## config.mk

```make
export PLATFORM = sky130hd
export DESIGN_NAME = lanzones_fetch
export DESIGN_NICKNAME = d
export VERILOG_FILES = /design/src/rtl/lanzones_fetch.sv
export SDC_FILE = /design/constraint.sdc
export NUM_CORES = 1
export LEC_CHECK = 0
export ABC_CLOCK_PERIOD_IN_PS = 8100
export CAP_MARGIN = 20
export CORE_MARGIN = 3
export CORE_UTILIZATION = 50
export DETAILED_ROUTE_END_ITERATION = 6
export PLACE_DENSITY = 0.83
export REMOVE_ABC_BUFFERS = 1
export SYNTH_ARGS = -nofsm -noshare
export SYNTH_HDL_FRONTEND = slang
export SYNTH_SLANG_ARGS = --single-unit
export TNS_END_PERCENT = 50
```

## constraint.sdc

```tcl
create_clock -name clk -period 8.1 [get_ports clk]
set_clock_uncertainty 0.1 [all_clocks]
set_input_delay 1.62 -clock clk [delete_from_list [all_inputs] [get_ports clk]]
set_output_delay 1.62 -clock clk [all_outputs]
set_load 0.1 [all_outputs]
```

## src/rtl/lanzones_fetch.sv

```systemverilog
// lanzones_fetch: instruction fetch stage of the lanzones core.
// Owns the program counter and issues one word request at a time on the
// RRdy/RAddr port. Returned words are buffered with their byte PC in a small
// FIFO that feeds decode over InstVld/InstRdy. Redirects from execute reload
// the PC, flush the FIFO and mark any in-flight response as stale.
// Optional feature: define LANZONES_FETCH_MISALIGN_EN to flag misaligned
// redirect targets on FetchErr (sticky) and stall fetch until an aligned
// redirect or reset. Without it the target's low two bits are ignored.
module lanzones_fetch #(
    parameter logic [31:0] RESET_PC   = 32'h0000_0000,
    parameter int          FIFO_DEPTH = 2
) (
    input  logic        clk,
    input  logic        rstn,
    input  logic        LEn,
    output logic        RRdy,
    output logic [31:0] RAddr,
    output logic        RWEn,
    input  logic        RVld,
    input  logic [31:0] RData,
    output logic        InstVld,
    output logic [31:0] InstData,
    output logic [31:0] InstPc,
    input  logic        InstRdy,
    input  logic        RedirEn,
    input  logic [31:0] RedirPc,
    output logic        FetchErr
);
    localparam int AW = (FIFO_DEPTH > 1) ? $clog2(FIFO_DEPTH) : 1;
    localparam int CW = AW + 1;
    localparam logic [CW-1:0] DEPTH_C = CW'(FIFO_DEPTH);

    typedef enum logic [1:0] {
        IDLE = 2'd0,
        REQ  = 2'd1,
        RESP = 2'd2
    } state_t;

    state_t          state_reg;
    logic [31:0]     pc_reg;
    logic            drop_reg;
    logic            err_reg;
    logic [AW-1:0]   wr_ptr_reg;
    logic [AW-1:0]   rd_ptr_reg;
    logic [CW-1:0]   count_reg;
    logic [CW-1:0]   count_next;
    logic [31:0]     data_mem [FIFO_DEPTH];
    logic [31:0]     pc_mem   [FIFO_DEPTH];

    logic            redir_bad;
    logic            err_next;
    logic [31:0]     redir_target;
    logic            push;
    logic            pop;
    logic            can_run;
    logic            idle_space;
    logic            resp_space;

    // Redirect targets are always word aligned inside the fetch stage.
    assign redir_target = {RedirPc[31:2], 2'b00};

`ifdef LANZONES_FETCH_MISALIGN_EN
    assign redir_bad = RedirEn && (RedirPc[1:0] != 2'b00);
`else
    logic unused_redir_lsb;
    assign unused_redir_lsb = ^RedirPc[1:0];
    assign redir_bad        = 1'b0;
`endif

    // A redirect either sets (misaligned) or clears (aligned) the error.
    assign err_next = RedirEn ? redir_bad : err_reg;

    // Stale responses (drop flag or a coincident redirect) are never pushed,
    // and a pop in the redirect cycle is void because the FIFO is flushed.
    assign push       = (state_reg == RESP) && RVld && !drop_reg && !RedirEn;
    assign pop        = InstVld && InstRdy && !RedirEn;
    assign count_next = RedirEn ? '0 : (count_reg + CW'(push) - CW'(pop));
    assign can_run    = LEn && !err_next;
    // From IDLE nothing is outstanding, so only FIFO occupancy matters;
    // a redirect empties the FIFO in the same edge.
    assign idle_space = RedirEn || (count_reg < DEPTH_C);
    // After a response the slot is free again; look at the post-push/pop count.
    assign resp_space = count_next < DEPTH_C;

    assign RRdy     = (state_reg == REQ);
    assign RAddr    = {2'b00, pc_reg[31:2]};
    assign RWEn     = 1'b0;
    assign InstVld  = (count_reg != '0);
    assign InstData = data_mem[rd_ptr_reg];
    assign InstPc   = pc_mem[rd_ptr_reg];
    assign FetchErr = err_reg;

    // Request FSM, program counter, stale-response and error flags.
    always_ff @(posedge clk) begin
        if (!rstn) begin
            state_reg <= IDLE;
            pc_reg    <= RESET_PC;
            drop_reg  <= 1'b0;
            err_reg   <= 1'b0;
        end else begin
            err_reg <= err_next;
            if (RedirEn) begin
                pc_reg <= redir_target;
            end else if (push) begin
                pc_reg <= pc_reg + 32'd4;
            end
            case (state_reg)
                IDLE: begin
                    if (can_run && idle_space) begin
                        state_reg <= REQ;
                    end
                end
                REQ: begin
                    // The strobe has already gone out; its answer must be discarded.
                    state_reg <= RESP;
                    if (RedirEn) begin
                        drop_reg <= 1'b1;
                    end
                end
                RESP: begin
                    if (RVld) begin
                        drop_reg  <= 1'b0;
                        state_reg <= (can_run && resp_space) ? REQ : IDLE;
                    end else if (RedirEn) begin
                        drop_reg <= 1'b1;
                    end
                end
                default: state_reg <= IDLE;
            endcase
        end
    end

    // FIFO pointers and occupancy; a redirect flushes by snapping read to write.
    always_ff @(posedge clk) begin
        if (!rstn) begin
            wr_ptr_reg <= '0;
            rd_ptr_reg <= '0;
            count_reg  <= '0;
        end else begin
            count_reg <= count_next;
            if (RedirEn) begin
                rd_ptr_reg <= wr_ptr_reg;
            end else begin
                if (push) begin
                    wr_ptr_reg <= wr_ptr_reg + 1'b1;
                end
                if (pop) begin
                    rd_ptr_reg <= rd_ptr_reg + 1'b1;
                end
            end
        end
    end

    // FIFO storage: instruction word plus the byte PC it was fetched from.
    always_ff @(posedge clk) begin
        if (!rstn) begin
            for (int i = 0; i < FIFO_DEPTH; i++) begin
                data_mem[i] <= '0;
                pc_mem[i]   <= '0;
            end
        end else if (push) begin
            data_mem[wr_ptr_reg] <= RData;
            pc_mem[wr_ptr_reg]   <= pc_reg;
        end
    end

endmodule

```

; ---- Yosys cells after proc, flatten, opt, wreduce, memory -nomap -nowiden
; Memories as Yosys holds them, arrays and structs flattened. A register that Yosys moved wholly into a read port is not among the register bits.
; Index checks and enable logic that the tools add are counted.
[totals]
romBits = 0
n_memories = 2
register_bits = 40
output_inout_bits = 100
input_bits = 70
ram_bits = 128
word_cells = 72
latch_bits = 0
[classes]
order_cmp = 2
shifts = 0
add_sub_neg = 5
multipliers = 0
mux = 27
eq_ne = 4
div = 0
n_bitwise = 2
reduce_logical = 22
[mem_list]
columns = memory, words, word_bits, rd, rd_ports_with_merged_regs, wr, line_no
row1 = data_mem, 2, 32, 1, 1, 2, 47  ; logic [31:0] data_mem [FIFO_DEPTH];
row2 = pc_mem, 2, 32, 1, 1, 2, 48  ; logic [31:0] pc_mem [FIFO_DEPTH];
[op_table]
columns = op, count
row1 = 2-to-1 mux 32 bit, 4
row2 = OR reduction 32 bit, 2
row3 = "adder 32 x 3 -> 32 bit, second input constant", 1
row4 = 2-to-1 mux 1 bit, 18
row5 = logical AND 1 bit, 8
row6 = nonzero test 2 bit, 4
row7 = 2-to-1 mux 2 bit, 3
row8 = one-hot mux 2 bit (3 select lines), 1
row9 = "< comparator 2 bit, second input constant", 2
row10 = "inequality test 2 bit, second input constant", 2
row11 = AND reduction 2 bit, 2
row12 = logical NOT 1 bit, 3
row13 = "adder 1 bit, second input constant", 2
row14 = adder 2 x 1 -> 2 bit, 1
row15 = "equality test 2 x 1 -> 1 bit, second input constant", 1
row16 = "equality test 2 bit, second input constant", 1
row17 = logical NOT 2 bit, 1
row18 = inverter 1 bit, 2
row19 = one-hot mux 1 bit (2 select lines), 1
row20 = OR reduction 2 bit, 1
row21 = subtractor 2 x 1 -> 2 bit, 1
row22 = logical OR 1 bit, 1

; ---- Logic depth before layout (Yosys ltp)
; Gate-level depths: netlist of run 1.
[logic_depth]
word_depth = 12
ltp_mapped = 12

; ---- Worst setup path after synthesis of run 1
; No wires, ideal clock.
[synth_timing]
path_type = input port to flip-flop
from = in RedirEn
to = mem data_mem[0][0], enable pin
n_path_buf = 1
cell_stages = 4
arrival_ps = 6485
t_required_ps = 7432
slack_ps = 948
path_cell_list = inv_1 -> clkbuf_1 -> nand2_1 -> o21ai_0
[synth_rtl]
columns = item, line_no
row1 = "start, declared", 25  ; input logic RedirEn,
row2 = "end, declared", 47

==> impl_metrics.py, run 1 <==
metrics = {
    "run_status": {
        "status": "completed",
    },
    "route": {
        "drc": 0,
        "ant_nets": 0,
        "drtIter0Drc": 463,
        "drt_pass1_iterations": 5,
        "via_count": 5410,
        "avgRoutedWirePerCell_um": 18.9,
        "routed_wl_mm": 17.9,
        "vias_per_cell": 5.69,
    },
    "placement": {
        "dp_hpwl_mm": 11.4,
        "gp_congestion": 0.840,
        "dpl.cell_count": 918,
        "io_buffers": 162,
    },
    "hold_path": {
        "hold_depth": 2,
        "hold-path-endpoint": "FetchErr",
        "min_from": "FetchErr",
        "hp-class": "reg2reg",
    },
    "layout": {
        "drive_gt1_frac": 0.141,
        "largest_reg_flops": 64,
        "nets": 830,
        "layout.cells.non_filler": 950,
        "num-fill-cells": 1029,
        "antenna_cells": 0,
        "final-seq-area_um2": 4510,
        "syn2layout_area_growth_pct": 30.8,
        "multi_input_area_um2": 2860,
    },
    "global_route": {
        "grt_max_degree": 63,
        "grt_pass1_vias": 5477,
        "grt_pass1_wl_mm": 27.7,
        "track_usage": 0.216,
        "antenna_found_initial": 0,
        "grt_overflow": 0,
    },
    "critical_path": {
        "critical_path_class": "reg2out",
        "max_stage_delay_ps": 1190,
        "cp_data_required_time_ps": 6380,
        "cpMaxStageDelayCell": "clkdlybuf4s50_1",
        "r2r_start": "state_reg[0]",
        "crit_arrival_ps": 3100,
        "rr_endpoint": "data_mem[0][0]",
        "path_buf_inv": 2,
        "cpLargestDelayFamily": "buffers and inverters",
        "cp_max_fo": 49,
        "reg2reg_setup_slack_ps": 5100,
        "critPathLaunchType": "flip-flop",
        "cp_cell_sequence": "buf_4 > mux2_2 > clkdlybuf4s50_1",
        "cp-end-kind": "output pin",
        "ff2ff_path_depth": 6,
    },
    "timing": {
        "rsz0062_at_grt": "false",
        "period_share": 0.595,
        "hold_viol": 0,
        "finalMaxSlewViolations": 0,
        "setup_viol": 0,
        "worstMarginPinSlew_ps": 1090,
        "tns_ps": 0,
        "relSlewSlack": 0.270,
        "fmax_mhz": 208,
        "fin_crit_ps": 4820,
    },
    "cts": {
        "insertion_delay_ps": 430,
        "cts_tree": "yes",
        "cts_root_buffer": "clkbuf_16",
        "h-tree-depth": 4,
        "cts_resized": 0,
        "postCtsSetupRepairBufs": 0,
        "clk_path_buf_depth": 2,
        "clkTransAtPathRegs_ps": 60,
        "cts_made_buffers": 17,
        "cts_hold_buffers": 0,
        "cts_sinks": 163,
    },
    "yosys": {
        "synth_xor_area_frac": 0.0139,
        "synthMuxAreaShare": 0.0991,
        "synth_flop_cell": "edfxtp_1",
        "synth_edf_count": 124,
        "synth_top_family_by_area": "simple AND/OR/NAND/NOR gates",
        "synth_compound_area_frac": 0.0661,
        "synthCells": 603,
        "synthAdderAreaFrac": 0.0116,
        "synthArstFlopShare": 0,
        "synth_seq_area_share": 0.597,
        "synth.distinct_cells": 50,
        "ys_warn_count": 0,
        "synth-seq-cells": 163,
        "synth_area_um2": 7550,
        "synth_area_per_cell_um2": 12.5,
        "yosys.area_share.simple": 0.182,
    },
    "die": {
        "dieArea_um2": 16600,
        "std_cell_rows": 44,
        "fp.dieW_um": 129,
        "die_y_um": 129,
        "pin_count": 170,
        "initial_core_util": 0.516,
        "core_area_um2": 14600,
    },
    "run": {
        "max_cap_viol_count": 0,
    },
    "power": {
        "leakagePower_uw": 0.00361,
        "peakVddDrop_v": 0.000171,
        "powerDensity_nw_per_um2": 230,
    },
}
## worst reg2reg max path, cell delays in order, from the launching register on
cell	delay, ps
dfxtp_1	340
inv_1	100
ha_1	270
and3b_1	400
nand2_1	200
o21ai_4	520
buf_4	660
## cells in the final DEF, fill, tap and decap left out, drive strengths merged, types with 8 or more instances in the layout
cell           instances
nand3                 11
dfxtp                 39
o21ai                 31
or4                   13
a31oi                 17
clkdlybuf4s50        162
o31ai                 13
edfxtp               124
and2                 123
inv                   14
xor2                   8
nor2                  15
nand4                 12
mux2                  62
nand2                 13
clkbuf                24
## area by class of cell
type                            count  share of cell area
Multi-Input combinational cell    392               0.290
Inverter                           11             0.00418
Tap cell                          184              0.0233
Clock buffer                       24              0.0498
Clock inverter                      8             0.00748
Sequential cell                   163               0.456
Timing Repair Buffer              168               0.169
## per-stage QoR
step / area [µm²] / util / hold slack (ps) / power [µW] / setup WS [ps]
after floorplan: 7380 / - / 411 / 1380 / 387
after global placement: 9310 / 0.636 / 364 / 1500 / 3020
after detailed placement: 9310 / 0.636 / 380 / 1510 / 2920
after CTS: 9870 / 0.674 / 396 / 2280 / 3220
after global routing: 9870 / 0.674 / 409 / 2340 / 3120
final: 9870 / 0.674 / 407 / 2270 / 3280
## power breakdown
part | leakage (µW) | total [µW] | internal (µW) | switching [µW]
sequential | 0.00160 | 980 | 945 | 35.4
clock | 0.000283 | 772 | 455 | 317
combinational | 0.00173 | 517 | 143 | 374
total | 0.00361 | 2270 | 1540 | 726
## Yosys cell counts, types with 2 or more instances
cell type / instances / area, µm²
nand3_1: 10 / 50.1
or4_1: 13 / 97.6
a31oi_1: 17 / 106
buf_2: 2 / 10.0
nand4b_1: 2 / 17.5
edfxtp_1: 124 / 3720
a311oi_1: 3 / 26.3
nor4_1: 4 / 25.0
and4_1: 5 / 43.8
a21oi_1: 7 / 35.0
o31ai_1: 13 / 97.6
nand4_1: 9 / 56.3
o21ai_0: 31 / 155
and3_1: 3 / 18.8
and2_1: 123 / 769
nand2_1: 13 / 48.8
buf_4: 6 / 45.0
clkbuf_1: 32 / 120
nand4_2: 2 / 25.0
ha_1: 7 / 87.6
inv_1: 11 / 41.3
nor2b_1: 3 / 18.8
a211oi_1: 4 / 30.0
nor2_1: 15 / 56.3
mux2i_1: 5 / 50.1
or3_1: 5 / 31.3
dfxtp_1: 39 / 781
xnor2_1: 4 / 35.0
mux2_2: 62 / 698
nor3_1: 2 / 10.0
xor2_1: 8 / 70.1
## layer usage
layer | GRT usage | part of all wire
met2 | 0.366 | 0.49
met5 | 0 | 0
met4 | 0.0741 | 0.019
met3 | 0.0556 | 0.061
met1 | 0.269 | 0.43
## worst max-delay path by stage
stage                            endpoint  slack, ps  depth (start not counted)
after floorplan            data_mem[0][0]        390                          3
after global placement    data_mem[0][12]       3020                          6
after detailed placement  data_mem[0][23]       2920                          6
after CTS                      InstPc[21]       3220                          3
after global routing      data_mem[0][26]       3120                          6
final                          InstPc[31]       3280                          3
## cell families (layout without fill, tap and decap cells)
logic type               count (synthesis)  count (layout)
AND/OR/NAND/NOR                        220             220
flip-flops                             163             163
AO/OA/AOI/OAI                           81              81
multiplexers                            67              67
buffers and inverters                   52             211
XOR/XNOR                                12              12
adder cells (fa/ha/maj)                  7               7
other                                    1               5
Note: power is estimated with default switching activity, not from simulation.
==> run 2, diff against run 1 <==
--- a/config.mk
+++ b/config.mk
@@ -5,12 +5,12 @@
 export SDC_FILE = /design/constraint.sdc
 export NUM_CORES = 1
 export LEC_CHECK = 0
-export ABC_CLOCK_PERIOD_IN_PS = 8100
+export ABC_CLOCK_PERIOD_IN_PS = 4000
 export CAP_MARGIN = 20
 export CORE_MARGIN = 3
-export CORE_UTILIZATION = 50
+export CORE_UTILIZATION = 46
 export DETAILED_ROUTE_END_ITERATION = 6
-export PLACE_DENSITY = 0.83
+export PLACE_DENSITY = 0.81
 export REMOVE_ABC_BUFFERS = 1
 export SYNTH_ARGS = -nofsm -noshare
 export SYNTH_HDL_FRONTEND = slang
==> constraint.sdc (replaced) <==
create_clock -name clk -period 4 [get_ports clk]
set_clock_uncertainty 0.1 [all_clocks]
set_input_delay 0.8 -clock clk [delete_from_list [all_inputs] [get_ports clk]]
set_output_delay 0.8 -clock clk [all_outputs]
set_load 0.1 [all_outputs]
==> impl_metrics.py, run 2 (synthesis gave the netlist of run 1 again) <==
metrics = {
    "run_status": {
        "status": "completed",
    },
    "timing": {
        "setup_viol": 0,
        "worstMarginPinSlew_ps": 1030,
        "hold_viol": 0,
        "whs_ps": 399,
        "fin_crit_ps": 3060,
        "relSlewSlack": 0.311,
        "worst_slack_ps": 940,
        "finalMaxSlewViolations": 0,
        "rsz0062_at_grt": "false",
        "period_share": 0.765,
        "fmax_mhz": 327,
    },
    "power": {
        "p_switching_uw": 1480,
        "p_clk_frac": 0.368,
        "finalPower_uw": 4770,
        "leakagePower_uw": 0.00375,
        "p_int_uw": 3300,
        "peakVddDrop_v": 0.000340,
        "powerDensity_nw_per_um2": 483,
        "p_comb_frac": 0.216,
        "power.share.switching": 0.309,
        "power_frac_seq": 0.416,
    },
    "global_route": {
        "track_usage": 0.203,
        "grt_overflow": 0,
        "grt_max_degree": 63,
        "antenna_found_initial": 0,
        "grt_pass1_vias": 5490,
        "grt_pass1_wl_mm": 28.7,
    },
    "cts": {
        "cts_resized": 0,
        "h-tree-depth": 4,
        "postCtsSetupRepairBufs": 0,
        "cts_tree": "yes",
        "cts_root_buffer": "clkbuf_16",
        "cts_hold_buffers": 0,
        "cts_made_buffers": 17,
        "cts_sinks": 163,
        "clkTransAtPathRegs_ps": 70,
        "clk_path_buf_depth": 2,
        "insertion_delay_ps": 420,
    },
    "route": {
        "drtIter0Drc": 284,
        "avgRoutedWirePerCell_um": 18.1,
        "drt_pass1_iterations": 4,
        "ant_nets": 0,
        "drc": 0,
        "via_count": 5326,
        "vias_per_cell": 5.41,
        "routed_wl_mm": 17.8,
    },
    "layout": {
        "num-fill-cells": 1261,
        "syn2layout_area_growth_pct": 30.9,
        "nets": 833,
        "layout.cells.non_filler": 985,
        "final_common_cell": "edfxtp_1",
        "drive_gt1_frac": 0.228,
        "antenna_cells": 0,
        "largest_reg_flops": 64,
        "final_cell_mix": "edfxtp_1, and2_1, clkdlybuf4s50_1",
        "final-seq-area_um2": 4510,
        "final_util": 0.618,
        "multi_input_area_um2": 2860,
    },
    "critical_path": {
        "cp-end-kind": "output pin",
        "cp_data_required_time_ps": 3100,
        "cpMaxStageDelayCell": "clkdlybuf4s50_1",
        "critPathLaunchType": "flip-flop",
        "cp_max_fo": 4,
        "crit_arrival_ps": 2160,
        "cp_cell_sequence": "inv_1 > ha_1 > clkdlybuf4s50_1",
        "critical_path_class": "reg2out",
        "max_stage_delay_ps": 1140,
    },
    "placement": {
        "io_buffers": 162,
        "dpl.cell_count": 953,
        "place_ws_ps": 637,
        "gp_congestion": 0.799,
        "dp_hpwl_mm": 11.6,
    },
    "die": {
        "fp.dieW_um": 134,
        "dieArea_um2": 18000,
        "core_area_um2": 16000,
        "die_y_um": 134,
        "pin_count": 170,
        "initial_core_util": 0.472,
        "std_cell_rows": 46,
    },
    "hold_path": {
        "hp-class": "reg2reg",
    },
    "run": {
        "max_cap_viol_count": 0,
    },
}
-- run 2: power by group through the flow --
| stage | logic [µW] | clock network (µW) | registers [µW] |
|---|---|---|---|
| after floorplan | 630 | 0 | 2160 |
| after global placement | 1020 | 0 | 2010 |
| after detailed placement | 1030 | 0 | 2020 |
| after CTS | 1040 | 1780 | 1980 |
| after global routing | 1080 | 1850 | 2000 |
| final | 1030 | 1760 | 1980 |
-- run 2: final cells by class --
type                       instances  area share
timing repair buffer             171       0.159
clock buffer                      18      0.0434
sequential                       163       0.456
tap                              216      0.0273
clock inverter                    14      0.0210
multi-input combinational        392       0.290
inverter                          11     0.00418
-- run 2: worst max-delay path: cells and delay by family (launching register included) --
| kind | cells | cell delay, ps |
|---|---|---|
| fa+ha+maj | 1 | 170 |
| buf+inv | 2 | 1230 |
| flops | 1 | 350 |
-- run 2: path summary, 6_finish.rpt --
kind           startpoint      endpoint  slack, ps  cells after the start
max reg2reg  state_reg[0]  state_reg[0]       1380                     11
min reg2reg      FetchErr      FetchErr        400                      2
min              FetchErr      FetchErr        400                      2
max          state_reg[1]          RRdy        940                      3
-- run 2: metrics by stage --
step                cell area (µm²)  TNS, ps
finish                         9890        0
global route                   9890        0
CTS                            9890        0
detailed placement             9250        0
global placement               9250        0
floorplan                      7380  -279190
-- run 2: metal layers --
| layer | track usage | part of all wire |
|---|---|---|
| met1 | 0.261 | 0.42 |
| met2 | 0.339 | 0.50 |
| met3 | 0.0525 | 0.068 |
| met4 | 0.0679 | 0.012 |
| met5 | 0 | 0 |
==> run 3, diff against run 2 <==
--- a/config.mk
+++ b/config.mk
@@ -5,12 +5,12 @@
 export SDC_FILE = /design/constraint.sdc
 export NUM_CORES = 1
 export LEC_CHECK = 0
-export ABC_CLOCK_PERIOD_IN_PS = 4000
+export ABC_CLOCK_PERIOD_IN_PS = 2950
 export CAP_MARGIN = 20
 export CORE_MARGIN = 3
-export CORE_UTILIZATION = 46
+export CORE_UTILIZATION = 50
 export DETAILED_ROUTE_END_ITERATION = 6
-export PLACE_DENSITY = 0.81
+export PLACE_DENSITY = 0.83
 export REMOVE_ABC_BUFFERS = 1
 export SYNTH_ARGS = -nofsm -noshare
 export SYNTH_HDL_FRONTEND = slang
==> constraint.sdc (replaced) <==
create_clock -name clk -period 2.95 [get_ports clk]
set_clock_uncertainty 0.1 [all_clocks]
set_input_delay 0.59 -clock clk [delete_from_list [all_inputs] [get_ports clk]]
set_output_delay 0.59 -clock clk [all_outputs]
set_load 0.1 [all_outputs]
==> impl_metrics.py, run 3 (synthesis gave the netlist of run 1 again) <==
metrics = {
    "run_status": {
        "status": "completed",
    },
    "critical_path": {
        "cpLargestDelayFamily": "flip-flops",
        "critical_path_class": "reg2out",
        "cpMaxStageDelayCell": "dfxtp_2",
        "crit_top_cell": "buf_4",
        "crit_arrival_ps": 2030,
        "cp-end-kind": "output pin",
        "critPathLaunchType": "flip-flop",
        "crit_cells": 3,
        "reg2reg_setup_slack_ps": 640,
        "path_buf_inv": 2,
        "cp_cell_sequence": "buf_4 > mux2_2 > buf_4",
        "max_stage_delay_ps": 700,
        "ff2ff_path_depth": 11,
        "cp_data_required_time_ps": 2260,
        "cp_max_fo": 20,
    },
    "global_route": {
        "met2_usage": 0.369,
        "track_usage": 0.219,
        "grt_pass1_wl_mm": 28.3,
        "grtUsageMet1": 0.289,
        "grt_busiest_layer": "met2",
        "grt_pass1_vias": 5448,
        "antenna_found_initial": 0,
        "grt_overflow": 0,
        "met3_usage": 0.0444,
        "grt_max_degree": 63,
    },
    "route": {
        "avgRoutedWirePerCell_um": 18.6,
        "vias_per_cell": 5.66,
        "routed_wl_mm": 17.9,
        "drt_pass1_iterations": 5,
        "drtIter0Drc": 447,
        "drc": 0,
        "ant_nets": 0,
        "via_count": 5438,
    },
    "layout": {
        "final_area_um2": 10200,
        "final_cell_mix": "edfxtp_1, and2_1, buf_4",
        "drive_gt1_frac": 0.275,
        "layout.cells.non_filler": 961,
        "final_util": 0.699,
        "final_common_cell": "edfxtp_1",
        "syn2layout_area_growth_pct": 35.6,
        "nets": 841,
        "largest_reg_flops": 64,
        "num-fill-cells": 984,
        "antenna_cells": 0,
    },
    "die": {
        "pin_count": 170,
        "fp.dieW_um": 129,
        "core_area_um2": 14600,
        "initial_core_util": 0.516,
        "std_cell_rows": 44,
        "die_y_um": 129,
        "dieArea_um2": 16600,
    },
    "timing": {
        "rsz0062_at_grt": "false",
        "relSlewSlack": 0.616,
        "fmax_mhz": 368,
        "fin_crit_ps": 2720,
        "finalMaxSlewViolations": 0,
        "hold_viol": 0,
        "worstMarginPinSlew_ps": 576,
        "tns_ps": 0,
        "period_share": 0.922,
        "setup_viol": 0,
    },
    "cts": {
        "clkTransAtPathRegs_ps": 60,
        "cts_tree": "yes",
        "postCtsSetupRepairBufs": 0,
        "cts_hold_buffers": 0,
        "cts_made_buffers": 17,
        "insertion_delay_ps": 420,
        "clk_path_buf_depth": 2,
        "cts_sinks": 163,
        "h-tree-depth": 4,
        "cts_resized": 0,
        "cts_root_buffer": "clkbuf_16",
    },
    "placement": {
        "dp_hpwl_mm": 12.3,
        "placed_area_um2": 9670,
        "io_buffers": 162,
        "gp_congestion": 0.820,
        "dpl.cell_count": 929,
    },
    "power": {
        "powerDensity_nw_per_um2": 617,
        "leakagePower_uw": 0.00396,
        "finalPower_uw": 6310,
        "peakVddDrop_v": 0.000425,
    },
    "hold_path": {
        "hold_depth": 2,
        "hp-class": "reg2reg",
    },
    "run": {
        "max_cap_viol_count": 0,
    },
}
==> run 3: cell count changes in the layout (fill, tap and decap cells not counted) <==
cell | before | now
inv_4 | 0 | 2
clkbuf_8 | 0 | 1
clkinv_1 | 2 | 0
clkdlybuf4s50_1 | 99 | 67
buf_12 | 3 | 41
inv_6 | 1 | 0
clkbuf_16 | 17 | 20
inv_8 | 1 | 0
buf_4 | 69 | 71
bufinv_16 | 5 | 0
clkbuf_1 | 1 | 4
==> run 3: through the flow <==
step / worst slack, ps / hold slack (ps)
floorplan: -3730 / 411
global placement: 167 / 366
detailed placement: 154 / 389
CTS: 175 / 405
global route: 120 / 434
finish: 231 / 405
==> run 3: worst register-to-register path, delay by kind of cell, from the launching register on <==
family | cells | cell delay [ps]
adder cells (fa/ha/maj) | 3 | 680
flip-flops | 1 | 390
AO/OA/AOI/OAI | 2 | 220
XOR/XNOR | 2 | 280
buffers and inverters | 2 | 150
AND/OR/NAND/NOR | 2 | 380
==> run 3: final cells by class <==
type / instances / area (µm²) / area share
Clock buffer: 25 / 529 / 0.0517
Clock inverter: 7 / 42.5 / 0.00416
Inverter: 11 / 41.3 / 0.00403
Multi-Input combinational cell: 392 / 2860 / 0.280
Sequential cell: 163 / 4510 / 0.440
Tap cell: 184 / 230 / 0.0225
Timing Repair Buffer: 179 / 2020 / 0.198
==> run 3: final timing paths <==
path,startpoint,to
max,flip-flop,InstPc[29]
min,FetchErr,FetchErr
max reg2reg,state_reg[0],state_reg[0]
min reg2reg,FetchErr,FetchErr
==> run 3: metal layers <==
layer / share of wire / vias up / wire length (µm)
li1: - / 2533 / -
met1: 0.43 / 2657 / 7650
met2: 0.50 / 223 / 8940
met3: 0.061 / 25 / 1100
met4: 0.012 / 0 / 207
met5: 0 / - / 0
==> run 3: where the power goes <==
part           switching (µW)  internal (µW)  total, µW
logic                    1050            474       1530
clock network             846           1250       2090
registers                 102           2590       2690
total                    2000           4310       6310
